--- config.mk ---
export PLATFORM = sky130hd
export DESIGN_NAME = fft_seq_ctrl
export DESIGN_NICKNAME = d
export VERILOG_FILES = /design/src/rtl/fft_pkg.sv /design/src/rtl/fft_wb_delay.sv /design/src/rtl/fft_seq_ctrl.sv
export SDC_FILE = /design/constraint.sdc
export NUM_CORES = 1
export LEC_CHECK = 0
export ABC_AREA = 0
export BUFFER_PORTS_ARGS = -buffer_cell sky130_fd_sc_hd__buf_2
export CAP_MARGIN = 15
export CELL_PAD_IN_SITES_DETAIL_PLACEMENT = 0
export CELL_PAD_IN_SITES_GLOBAL_PLACEMENT = 1
export CORE_MARGIN = 2
export CORE_UTILIZATION = 51
export CTS_BUF_LIST = sky130_fd_sc_hd__clkbuf_2
export CTS_CLUSTER_SIZE = 20
export DETAILED_ROUTE_END_ITERATION = 6
export GPL_TIMING_DRIVEN = 1
export PLACE_DENSITY = 0.84
export SLEW_MARGIN = 5
export SYNTH_ARGS = -nofsm -noshare
export SYNTH_HDL_FRONTEND = slang
export SYNTH_HIERARCHICAL = 1
export SYNTH_SLANG_ARGS = --single-unit
--- constraint.sdc ---
create_clock -name clk -period 4.1 [get_ports clk]
set_input_delay 0.82 -clock clk [delete_from_list [all_inputs] [get_ports clk]]
set_output_delay 0.82 -clock clk [all_outputs]
set_load 0.005 [all_outputs]
--- src/rtl/fft_pkg.sv ---
// ----------------------------------------------------------------------------
// fft_pkg
// Shared definitions for the radix-2 DIT FFT sequencer.
//   STAGE  : log2 of the transform length (number of FFT stages)
//   N      : transform length, 2**STAGE
//   BITS   : sample word width used by the datapath around the sequencer
//   BF_LAT : butterfly pipeline latency, issue to write-back, in cycles
//   seq_state_t : sequencer FSM states
//   addr_t      : sample RAM address
//   tw_idx_t    : twiddle LUT index (one bit wider than an address)
// ----------------------------------------------------------------------------
package fft_pkg;

  localparam int STAGE  = 4;
  localparam int N      = 1 << STAGE;
  localparam int BITS   = 16;
  localparam int BF_LAT = 3;

  typedef enum logic [1:0] {
    IDLE  = 2'd0,
    RUN   = 2'd1,
    DRAIN = 2'd2,
    DONE  = 2'd3
  } seq_state_t;

  typedef logic [STAGE-1:0] addr_t;
  typedef logic [STAGE:0]   tw_idx_t;

endpackage

--- src/rtl/fft_wb_delay.sv ---
// ----------------------------------------------------------------------------
// fft_wb_delay
// Fixed-depth delay line that carries each accepted butterfly issue
// {valid, addr_a, addr_b} to the write-back side. It shifts every cycle,
// regardless of datapath stall, so write-back timing matches the butterfly
// pipeline exactly.
// Ports:
//   clk, rst                 : clock, asynchronous active-high clear
//   in_valid/in_addr_a/b     : accepted issue entering the line
//   out_valid/out_addr_a/b   : the same issue DEPTH cycles later
// ----------------------------------------------------------------------------
module fft_wb_delay #(
  parameter int DEPTH = fft_pkg::BF_LAT,
  parameter int AW    = fft_pkg::STAGE
) (
  input  logic          clk,
  input  logic          rst,
  input  logic          in_valid,
  input  logic [AW-1:0] in_addr_a,
  input  logic [AW-1:0] in_addr_b,
  output logic          out_valid,
  output logic [AW-1:0] out_addr_a,
  output logic [AW-1:0] out_addr_b
);

  localparam int W = 2 * AW + 1;

  // tap_w[i] is the content of tap i; tap 0 is loaded from the input.
  logic [W-1:0] tap_w [DEPTH];

  genvar gi;
  for (gi = 0; gi < DEPTH; gi++) begin : g_tap
    logic [W-1:0] tap_q;
    logic [W-1:0] tap_d;

    if (gi == 0) begin : g_head
      assign tap_d = {in_valid, in_addr_a, in_addr_b};
    end else begin : g_body
      assign tap_d = tap_w[gi-1];
    end

    always_ff @(posedge clk or posedge rst) begin
      if (rst) begin
        tap_q <= '0;
      end else begin
        tap_q <= tap_d;
      end
    end

    assign tap_w[gi] = tap_q;
  end

  assign {out_valid, out_addr_a, out_addr_b} = tap_w[DEPTH-1];

endmodule

--- src/rtl/fft_seq_ctrl.sv ---
// ----------------------------------------------------------------------------
// fft_seq_ctrl
// Sequencer for an in-place radix-2 decimation-in-time FFT. Walks every
// stage s and butterfly k, issuing the operand addresses and twiddle index,
// returns the matching write-back addresses BF_LAT cycles after each
// accepted issue, and drains the butterfly pipeline between stages so no
// stage reads a location before the previous stage has written it.
// Ports:
//   clk, rst         : clock, asynchronous active-high reset
//   start            : begin a transform (only looked at in IDLE)
//   stall            : datapath not ready; issue accepted on bf_valid & !stall
//   busy             : high while running or draining
//   done             : one-cycle pulse after the final drain
//   bf_valid         : addr_a/addr_b/tw_index carry a butterfly issue
//   addr_a, addr_b   : upper / lower operand addresses
//   tw_index         : twiddle LUT index
//   stage_num        : current stage
//   wb_valid         : write-back strobe
//   wb_addr_a/b      : write-back addresses for the upper / lower result
// ----------------------------------------------------------------------------
module fft_seq_ctrl #(
  parameter  int STAGE  = fft_pkg::STAGE,
  parameter  int BF_LAT = fft_pkg::BF_LAT,
  localparam int SW     = (STAGE > 1) ? $clog2(STAGE) : 1
) (
  input  logic             clk,
  input  logic             rst,
  input  logic             start,
  input  logic             stall,
  output logic             busy,
  output logic             done,
  output logic             bf_valid,
  output logic [STAGE-1:0] addr_a,
  output logic [STAGE-1:0] addr_b,
  output logic [STAGE:0]   tw_index,
  output logic [SW-1:0]    stage_num,
  output logic             wb_valid,
  output logic [STAGE-1:0] wb_addr_a,
  output logic [STAGE-1:0] wb_addr_b
);

  import fft_pkg::*;

  localparam int               CW     = (BF_LAT > 1) ? $clog2(BF_LAT) : 1;
  localparam logic [STAGE-1:0] ONE    = STAGE'(1);
  localparam logic [STAGE-1:0] K_LAST = STAGE'((1 << (STAGE - 1)) - 1);
  localparam logic [SW-1:0]    S_LAST = SW'(STAGE - 1);
  localparam logic [CW-1:0]    C_LAST = CW'(BF_LAT - 1);

  // Upper operand address: butterfly index k with a zero bit inserted at
  // position s. Bits below s select the position inside the group, bits
  // at and above s select the group (each group spans 2*half addresses).
  function automatic logic [STAGE-1:0] bf_addr_a(input logic [STAGE-1:0] k,
                                                 input logic [SW-1:0]    s);
    logic [STAGE-1:0] mask;
    mask = (ONE << s) - ONE;
    return ((k & ~mask) << 1) | (k & mask);
  endfunction

  // Twiddle index: position within the group scaled to the N-point circle.
  // The extra MSB exists only to match the LUT port and always stays 0.
  function automatic logic [STAGE:0] bf_twiddle(input logic [STAGE-1:0] k,
                                                input logic [SW-1:0]    s);
    logic [STAGE-1:0] mask;
    mask = (ONE << s) - ONE;
    return {1'b0, k & mask} << (S_LAST - s);
  endfunction

  seq_state_t       state_q, state_d;
  logic [STAGE-1:0] k_q, k_d;
  logic [SW-1:0]    stage_q, stage_d;
  logic [CW-1:0]    cnt_q, cnt_d;
  logic             valid_q, valid_d;
  logic [STAGE-1:0] addr_a_q, addr_a_d;
  logic [STAGE-1:0] addr_b_q, addr_b_d;
  logic [STAGE:0]   tw_q, tw_d;
  logic             load;
  logic             accept;

  // valid_q is only ever set in RUN, so this also masks stall elsewhere.
  assign accept = valid_q && !stall;

  // --------------------------------------------------------------------------
  // FSM, butterfly counter, stage counter and drain counter
  // --------------------------------------------------------------------------
  always_comb begin
    state_d = state_q;
    k_d     = k_q;
    stage_d = stage_q;
    cnt_d   = cnt_q;
    valid_d = valid_q;
    load    = 1'b0;

    case (state_q)
      IDLE: begin
        if (start) begin
          state_d = RUN;
          k_d     = '0;
          stage_d = '0;
          valid_d = 1'b1;
          load    = 1'b1;
        end
      end

      RUN: begin
        if (accept) begin
          if (k_q == K_LAST) begin
            state_d = DRAIN;
            valid_d = 1'b0;
            cnt_d   = '0;
          end else begin
            k_d  = k_q + ONE;
            load = 1'b1;
          end
        end
      end

      // The last write-back of the stage lands in the final DRAIN cycle,
      // so the next stage's first read is issued strictly after it.
      DRAIN: begin
        if (cnt_q == C_LAST) begin
          if (stage_q == S_LAST) begin
            state_d = DONE;
          end else begin
            state_d = RUN;
            stage_d = stage_q + SW'(1);
            k_d     = '0;
            valid_d = 1'b1;
            load    = 1'b1;
          end
        end else begin
          cnt_d = cnt_q + CW'(1);
        end
      end

      DONE: begin
        state_d = IDLE;
        stage_d = '0;
        k_d     = '0;
      end

      default: begin
        state_d = IDLE;
        valid_d = 1'b0;
      end
    endcase
  end

  // --------------------------------------------------------------------------
  // Issue registers: reloaded only when a new butterfly is presented, so they
  // hold steady across stalled cycles.
  // --------------------------------------------------------------------------
  always_comb begin
    addr_a_d = addr_a_q;
    addr_b_d = addr_b_q;
    tw_d     = tw_q;
    if (load) begin
      addr_a_d = bf_addr_a(k_d, stage_d);
      addr_b_d = addr_a_d | (ONE << stage_d);
      tw_d     = bf_twiddle(k_d, stage_d);
    end
  end

  always_ff @(posedge clk or posedge rst) begin
    if (rst) begin
      state_q  <= IDLE;
      k_q      <= '0;
      stage_q  <= '0;
      cnt_q    <= '0;
      valid_q  <= 1'b0;
      addr_a_q <= '0;
      addr_b_q <= '0;
      tw_q     <= '0;
    end else begin
      state_q  <= state_d;
      k_q      <= k_d;
      stage_q  <= stage_d;
      cnt_q    <= cnt_d;
      valid_q  <= valid_d;
      addr_a_q <= addr_a_d;
      addr_b_q <= addr_b_d;
      tw_q     <= tw_d;
    end
  end

  // --------------------------------------------------------------------------
  // Write-back path: the accepted issue travels BF_LAT cycles alongside the
  // butterfly datapath.
  // --------------------------------------------------------------------------
  fft_wb_delay #(
    .DEPTH (BF_LAT),
    .AW    (STAGE)
  ) u_wb_delay (
    .clk        (clk),
    .rst        (rst),
    .in_valid   (accept),
    .in_addr_a  (addr_a_q),
    .in_addr_b  (addr_b_q),
    .out_valid  (wb_valid),
    .out_addr_a (wb_addr_a),
    .out_addr_b (wb_addr_b)
  );

  assign busy      = (state_q == RUN) || (state_q == DRAIN);
  assign done      = (state_q == DONE);
  assign bf_valid  = valid_q;
  assign addr_a    = addr_a_q;
  assign addr_b    = addr_b_q;
  assign tw_index  = tw_q;
  assign stage_num = stage_q;

endmodule

==> results of run 1 <==
## state kept, by name, indices dropped and copies added, names as in the netlist
register                cells
tw_index                    5
cnt_q                       2
u_wb_delay/g_tap.tap_q     27
addr_b                      4
stage_num                   2
k_q                         4
bf_valid                    1
addr_a                      4
state_q                     2
## power breakdown
| group | switching [mW] | total [mW] | internal, mW |
|---|---|---|---|
| clock network | 0.153 | 0.192 | 0.0391 |
| registers | 0.0536 | 0.647 | 0.593 |
| logic | 0.328 | 0.519 | 0.191 |
| total | 0.534 | 1.36 | 0.823 |
## placed cells by master (no fill, tap or decap), drive strengths merged
| cell | netlist | layout |
|---|---|---|
| dfrtp | 51 | 51 |
| buf | 8 | 30 |
| nand2 | 23 | 23 |
| o21ai | 16 | 16 |
| inv | 13 | 13 |
| nor2 | 7 | 7 |
| ha | 6 | 6 |
| nand3 | 6 | 6 |
| a21oi | 6 | 6 |
| clkbuf | 0 | 5 |
| o211ai | 4 | 4 |
| nor3 | 3 | 3 |
| o2111ai | 3 | 3 |
| o31ai | 3 | 3 |
| nor4 | 3 | 3 |
| a31oi | 3 | 3 |
| and2 | 2 | 2 |
| a22o | 2 | 2 |
| o311ai | 2 | 2 |
| nand3b | 2 | 2 |
| a21bo | 2 | 2 |
| nand4 | 2 | 2 |
| clkinv | 0 | 2 |
| nor2b | 1 | 1 |
| nand2b | 1 | 1 |
| o21a | 1 | 1 |
| a21o | 1 | 1 |
| nand4b | 1 | 1 |
| and3 | 1 | 1 |
| o311a | 1 | 1 |
| a31o | 1 | 1 |
| nor4b | 1 | 1 |
| a2bb2oi | 1 | 1 |
| mux2i | 1 | 1 |
## logic make-up after synthesis
kind of cell,Yosys count,synth area share [%]
flip-flops,51,57.9
AND/OR/NAND/NOR,53,15.7
adder cells (fa/ha/maj),6,3.40
buffers and inverters,21,5.79
AO/OA/AOI/OAI,46,16.8
multiplexers,1,0.454
## final cells by class
cell class	instances	area (sq um)	share of cell area (%)
clock inverter	2	13.8	0.578
tap	50	62.6	2.63
timing repair buffer	30	150	6.31
inverter	13	51.3	2.15
clock buffer	5	25.0	1.05
multi-input combinational	106	802	33.7
sequential	51	1280	53.6
## layer usage
| metal | global-route usage (%) | vias to the layer above | wire length (um) |
|---|---|---|---|
| li1 | - | 679 | - |
| met1 | 24.5 | 688 | 1930 |
| met2 | 31.7 | 29 | 1960 |
| met3 | 5.67 | 6 | 170 |
| met4 | 5.56 | 0 | 48 |
| met5 | 0 | - | 0 |
## Yosys cell counts, types with 2 or more instances
| library cell | number |
|---|---|
| nor4_4 | 2 |
| nand2_1 | 22 |
| nor3_1 | 3 |
| inv_1 | 10 |
| nor2_1 | 6 |
| o2111ai_1 | 3 |
| o21ai_0 | 9 |
| o31ai_1 | 3 |
| a31oi_1 | 2 |
| o311ai_2 | 2 |
| nand3_1 | 4 |
| buf_6 | 3 |
| buf_4 | 3 |
| a21oi_2 | 2 |
| o211ai_1 | 3 |
| ha_1 | 6 |
| dfrtp_1 | 51 |
| inv_2 | 2 |
| o21ai_1 | 6 |
| and2_1 | 2 |
| a21oi_1 | 3 |
| a22o_1 | 2 |
## how the worst min path moves through the flow
stage                                 startpoint  slack (ns)  cells past startpoint                      endpoint
floorplan           u_wb_delay/g_tap[0].tap_q[0]        0.33                      0  u_wb_delay/g_tap[1].tap_q[0]
detailed placement  u_wb_delay/g_tap[0].tap_q[7]        0.34                      0  u_wb_delay/g_tap[1].tap_q[7]
CTS                 u_wb_delay/g_tap[1].tap_q[1]        0.38                      0  u_wb_delay/g_tap[2].tap_q[1]
finish              u_wb_delay/g_tap[0].tap_q[8]        0.38                      0  u_wb_delay/g_tap[1].tap_q[8]
global route        u_wb_delay/g_tap[1].tap_q[1]        0.39                      0  u_wb_delay/g_tap[2].tap_q[1]
global placement    u_wb_delay/g_tap[0].tap_q[3]        0.33                      0  u_wb_delay/g_tap[1].tap_q[3]
==> flow_summary.json, run 1 <==
{
  "r2r-start": "state_q[0]",
  "grt_max_degree": 28,
  "fmaxAchievable_mhz": 449,
  "yosys_warnings": 6,
  "rsz0062_at_grt": "no",
  "endpoint": "busy",
  "antenna_left": 0,
  "cp.depth": 3,
  "syn_area_sq_um": 2210,
  "clk_pin_slew_ns": 0.23,
  "ff2ff_setup_slack_ns": 1.88,
  "grt_use_total_pct": 19.2,
  "antenna_found_initial": 0,
  "ys_ff_latch": 51,
  "worstSetupPathType": "reg -> out",
  "crit_path_start_kind": "register",
  "grt_pass1_vias": 1472,
  "crit_buf_inv": 2,
  "critPathLaunch": "state_q[0]",
  "utilization_pct": 58.3,
  "fin_total_pwr_mw": 1.36,
  "clockBufferDepth": 2,
  "post_drt_via_cell_ratio": 5.46,
  "post-dp-hpwl_um": 3010,
  "post_layout_nonfiller_instances": 257,
  "drc": 0,
  "maxCapViolations": 0,
  "netlist.area_leader.share_pct": 57.9,
  "rows": 23,
  "setup.worst_path.end_class": "primary output",
  "avgSynthCellArea_sq_um": 12.4,
  "dr.first_iter.drc_count": 93,
  "tns_ns": 0,
  "grt_overflow": 0,
  "first_pass_iters": 4,
  "worstPathRequired_ns": 3.28,
  "dieHeight_um": 69.8,
  "drive_gt1_share_pct": 30.0,
  "fill_cells": 361,
  "cts.sinks": 51,
  "leakagePower_nw": 1.21,
  "cts_resized": 0,
  "root_buffer": "clkbuf_2",
  "grt_pass1_wl_um": 7260,
  "path_cells": "inv_1, ha_1, buf_2",
  "stdcell_area_sq_um": 2380,
  "fin_hold_ws_ns": 0.378,
  "dp_slack_ns": 1.77,
  "initial_core_util_pct": 54.0,
  "peakVddDrop_uv": 295,
  "post_dp_cell_area_sq_um": 2340,
  "synth_nets": 188,
  "diodes": 0,
  "core-area_sq_um": 4090,
  "status": "finished, final reports clean",
  "synth_flop_cell": "dfrtp_1",
  "tightest_slew_ns": 0.977,
  "slowest_delay_ns": 0.47,
  "place_inst": 250,
  "hold_class": "reg -> reg",
  "dr_total_vias": 1402,
  "cpMaxStageDelayCell": "dfrtp_1",
  "async_flop_share_pct": 100,
  "hold_viol_final": 0,
  "min_period_over_period_pct": 54.3,
  "setup_ws_ns": 1.87,
  "numPortBuffers": 30,
  "dieArea_sq_um": 4870,
  "numCtsBuffers": 5,
  "post_cts_buffers": 0,
  "powerDensity_nw_per_um2": 570,
  "relSlewSlack_pct": 34.8,
  "synth-edff-count": 0,
  "setup_viol": 0,
  "syn_inst": 178,
  "die_w_um": 69.8,
  "r2r_end": "tw_index[2]",
  "synthToLayoutAreaGrowth_pct": 7.94,
  "holdBufCountCts": 0,
  "ys_seq_area_share_pct": 57.9,
  "nets": 217,
  "ys_top_cells_by_area": "dfrtp_1, nand2_1, ha_1",
  "place_congestion": 0.879,
  "cpLargestDelayFamily": "flip-flops",
  "finClkSkew_ns": 0.0102,
  "slew_violations": 0,
  "r2r.worst_path.cells": 8,
  "routed_wl_um": 4110,
  "min_period_ns": 2.23,
  "wl_per_cell_um": 16.0,
  "synthDistinctLibCells": 51,
  "cp_max_fo": 5,
  "clk-insertion-delay-late_ns": 0.43,
  "io_pins": 31,
  "cts_htree_levels": 2,
  "cts_tree": "yes",
  "arrival_ns": 1.41,
  "yosysTopAreaCell": "dfrtp_1"
}
No activity file was read; power rests on OpenSTA's default activity.
==> run 2, diff against run 1 <==
--- a/config.mk
+++ b/config.mk
@@ -11,12 +11,12 @@
 export CELL_PAD_IN_SITES_DETAIL_PLACEMENT = 0
 export CELL_PAD_IN_SITES_GLOBAL_PLACEMENT = 1
 export CORE_MARGIN = 2
-export CORE_UTILIZATION = 51
+export CORE_UTILIZATION = 43
 export CTS_BUF_LIST = sky130_fd_sc_hd__clkbuf_2
 export CTS_CLUSTER_SIZE = 20
 export DETAILED_ROUTE_END_ITERATION = 6
 export GPL_TIMING_DRIVEN = 1
-export PLACE_DENSITY = 0.84
+export PLACE_DENSITY = 0.75
 export SLEW_MARGIN = 5
 export SYNTH_ARGS = -nofsm -noshare
 export SYNTH_HDL_FRONTEND = slang
==> constraint.sdc (replaced) <==
create_clock -name clk -period 2 [get_ports clk]
set_input_delay 0.4 -clock clk [delete_from_list [all_inputs] [get_ports clk]]
set_output_delay 0.4 -clock clk [all_outputs]
set_load 0.005 [all_outputs]
==> run 2 against run 1 <==
Compared with the run above: die area is 18% higher; sequential power increased by 110%; setup slack worse by 1.8 ns; sequential share of layout area shrank 4.0 points.
==> flow_summary.json, run 2 (same netlist as run 1, synthesis figures left out) <==
{
  "status": "finished, final reports clean",
  "min_period_ns": 1.89,
  "drc": 0,
  "clockBufferDepth": 2,
  "intPower_mw": 1.86,
  "drive_gt1_share_pct": 36.7,
  "slowest_delay_ns": 0.49,
  "core-area_sq_um": 5040,
  "antenna_left": 0,
  "grt_pass1_vias": 1416,
  "synthToLayoutAreaGrowth_pct": 16.7,
  "p_switching_mw": 1.19,
  "clkPwrFrac_pct": 14.9,
  "dr.first_iter.drc_count": 126,
  "antenna_found_initial": 0,
  "rows": 26,
  "routed_wl_um": 4120,
  "min_period_over_period_pct": 94.6,
  "grt_max_degree": 28,
  "post_drt_via_cell_ratio": 4.98,
  "setup.worst_path.end_class": "primary output",
  "setup_ws_ns": 0.107,
  "worstPathRequired_ns": 1.60,
  "clk-insertion-delay-late_ns": 0.44,
  "layout_common_cells": "dfrtp_1, buf_2, nand2_1, buf_4, inv_1",
  "dieArea_sq_um": 5720,
  "cpMaxStageDelayCell": "dfrtp_1",
  "cpLargestDelayFamily": "flip-flops",
  "tightest_slew_ns": 0.364,
  "cts_htree_levels": 2,
  "cts_tree": "yes",
  "grt_use_total_pct": 16.1,
  "numCtsBuffers": 5,
  "place_inst": 280,
  "dr_total_vias": 1449,
  "fmaxAchievable_mhz": 528,
  "numPortBuffers": 30,
  "p_sw_share_pct": 39.2,
  "dieHeight_um": 75.6,
  "diodes": 0,
  "cts.sinks": 51,
  "fill_cells": 448,
  "root_buffer": "clkbuf_2",
  "hold_viol_final": 0,
  "peakVddDrop_uv": 451,
  "crit_buf_inv": 2,
  "cp_max_fo": 5,
  "tns_ns": 0,
  "initial_core_util_pct": 43.7,
  "comb_power_share_pct": 41.7,
  "relSlewSlack_pct": 75.6,
  "setup_viol": 0,
  "die_w_um": 75.6,
  "post_layout_nonfiller_instances": 291,
  "slew_violations": 0,
  "crit_path_start_kind": "register",
  "arrival_ns": 1.49,
  "clk_pin_slew_ns": 0.29,
  "fin_total_pwr_mw": 3.05,
  "leakagePower_nw": 1.29,
  "largest-register": "u_wb_delay/g_tap.tap_q",
  "dp_slack_ns": 0.0259,
  "largest_register_ffs": 27,
  "nets": 230,
  "first_pass_iters": 4,
  "powerDensity_nw_per_um2": 1180,
  "finClkSkew_ns": 0.0326,
  "place_congestion": 0.824,
  "grt_pass1_wl_um": 6930,
  "sequentialPowerShare_pct": 43.5,
  "grt_overflow": 0,
  "final_common_cell": "dfrtp_1",
  "wl_per_cell_um": 14.1,
  "post-dp-hpwl_um": 2990,
  "path_cells": "buf_4, ha_1, buf_2",
  "io_pins": 31,
  "maxCapViolations": 0,
  "hold_class": "in -> reg",
  "worstSetupPathType": "reg -> out",
  "rsz0062_at_grt": "no"
}
==> run 2: area by class of cell <==
type	instances	area, sq um	area share (%)
Clock buffer	5	25.0	0.972
Clock inverter	3	28.8	1.12
Inverter	13	53.8	2.09
Multi-Input combinational cell	106	838	32.6
Sequential cell	51	1280	49.6
Tap cell	70	87.6	3.40
Timing Repair Buffer	43	263	10.2
==> run 2: per-stage QoR <==
stage | hold slack (ns) | util [%] | cell area, sq um
finish | 0.261 | 51.0 | 2570
global route | 0.273 | 51.0 | 2570
CTS | 0.260 | 49.7 | 2510
detailed placement | 0.335 | 48.4 | 2440
global placement | 0.332 | 48.4 | 2440
floorplan | 0.331 | - | 2210
==> run 2: tightest hold or removal path, stage by stage <==
cell      delay [ns]
buf_2           0.07
nand2b_1        0.16
inv_2           0.07
==> run 2: power groups by stage <==
stage                     logic [mW]  clock network, mW  registers (mW)
after CTS                       1.16              0.469            1.33
after floorplan                0.869                  0            1.33
final                           1.27              0.454            1.33
after global placement          1.15                  0            1.33
after detailed placement        1.16                  0            1.34
after global routing            1.41              0.516            1.36
==> run 2: repair_timing <==
| item | in CTS | in global routing |
|---|---|---|
| endpoints found under the hold margin | 51 | 0 |
| setup buffers | 0 | 2 |
| hold buffers | 1 | 0 |
| setup endpoints to repair | 0 | 12 |
| gates resized for setup | 0 | 10 |
==> run 2: layer usage <==
| layer | part of all wire (%) | global-route usage, % | up-vias |
|---|---|---|---|
| li1 | - | - | 713 |
| met1 | 47 | 22.9 | 704 |
| met2 | 48 | 24.7 | 26 |
| met3 | 3.3 | 3.70 | 6 |
| met4 | 1.4 | 4.68 | 0 |
| met5 | 0 | 0 | - |
==> run 2: path summary, 6_finish.rpt <==
check | start | to | slack [ns] | cells past startpoint
worst max-delay path | state_q[1] | done | 0.11 | 3
worst min-delay path | stall | u_wb_delay/g_tap[0].tap_q[8] | 0.26 | 3
worst max register to register | cnt_q[0] | addr_a[1] | 0.13 | 7
worst min register to register | u_wb_delay/g_tap[1].tap_q[2] | u_wb_delay/g_tap[2].tap_q[2] | 0.38 | 0
max in group asynchronous | rst | k_q[3] | 1.22 | 4
min in group asynchronous | rst | u_wb_delay/g_tap[0].tap_q[1] | 0.51 | 4
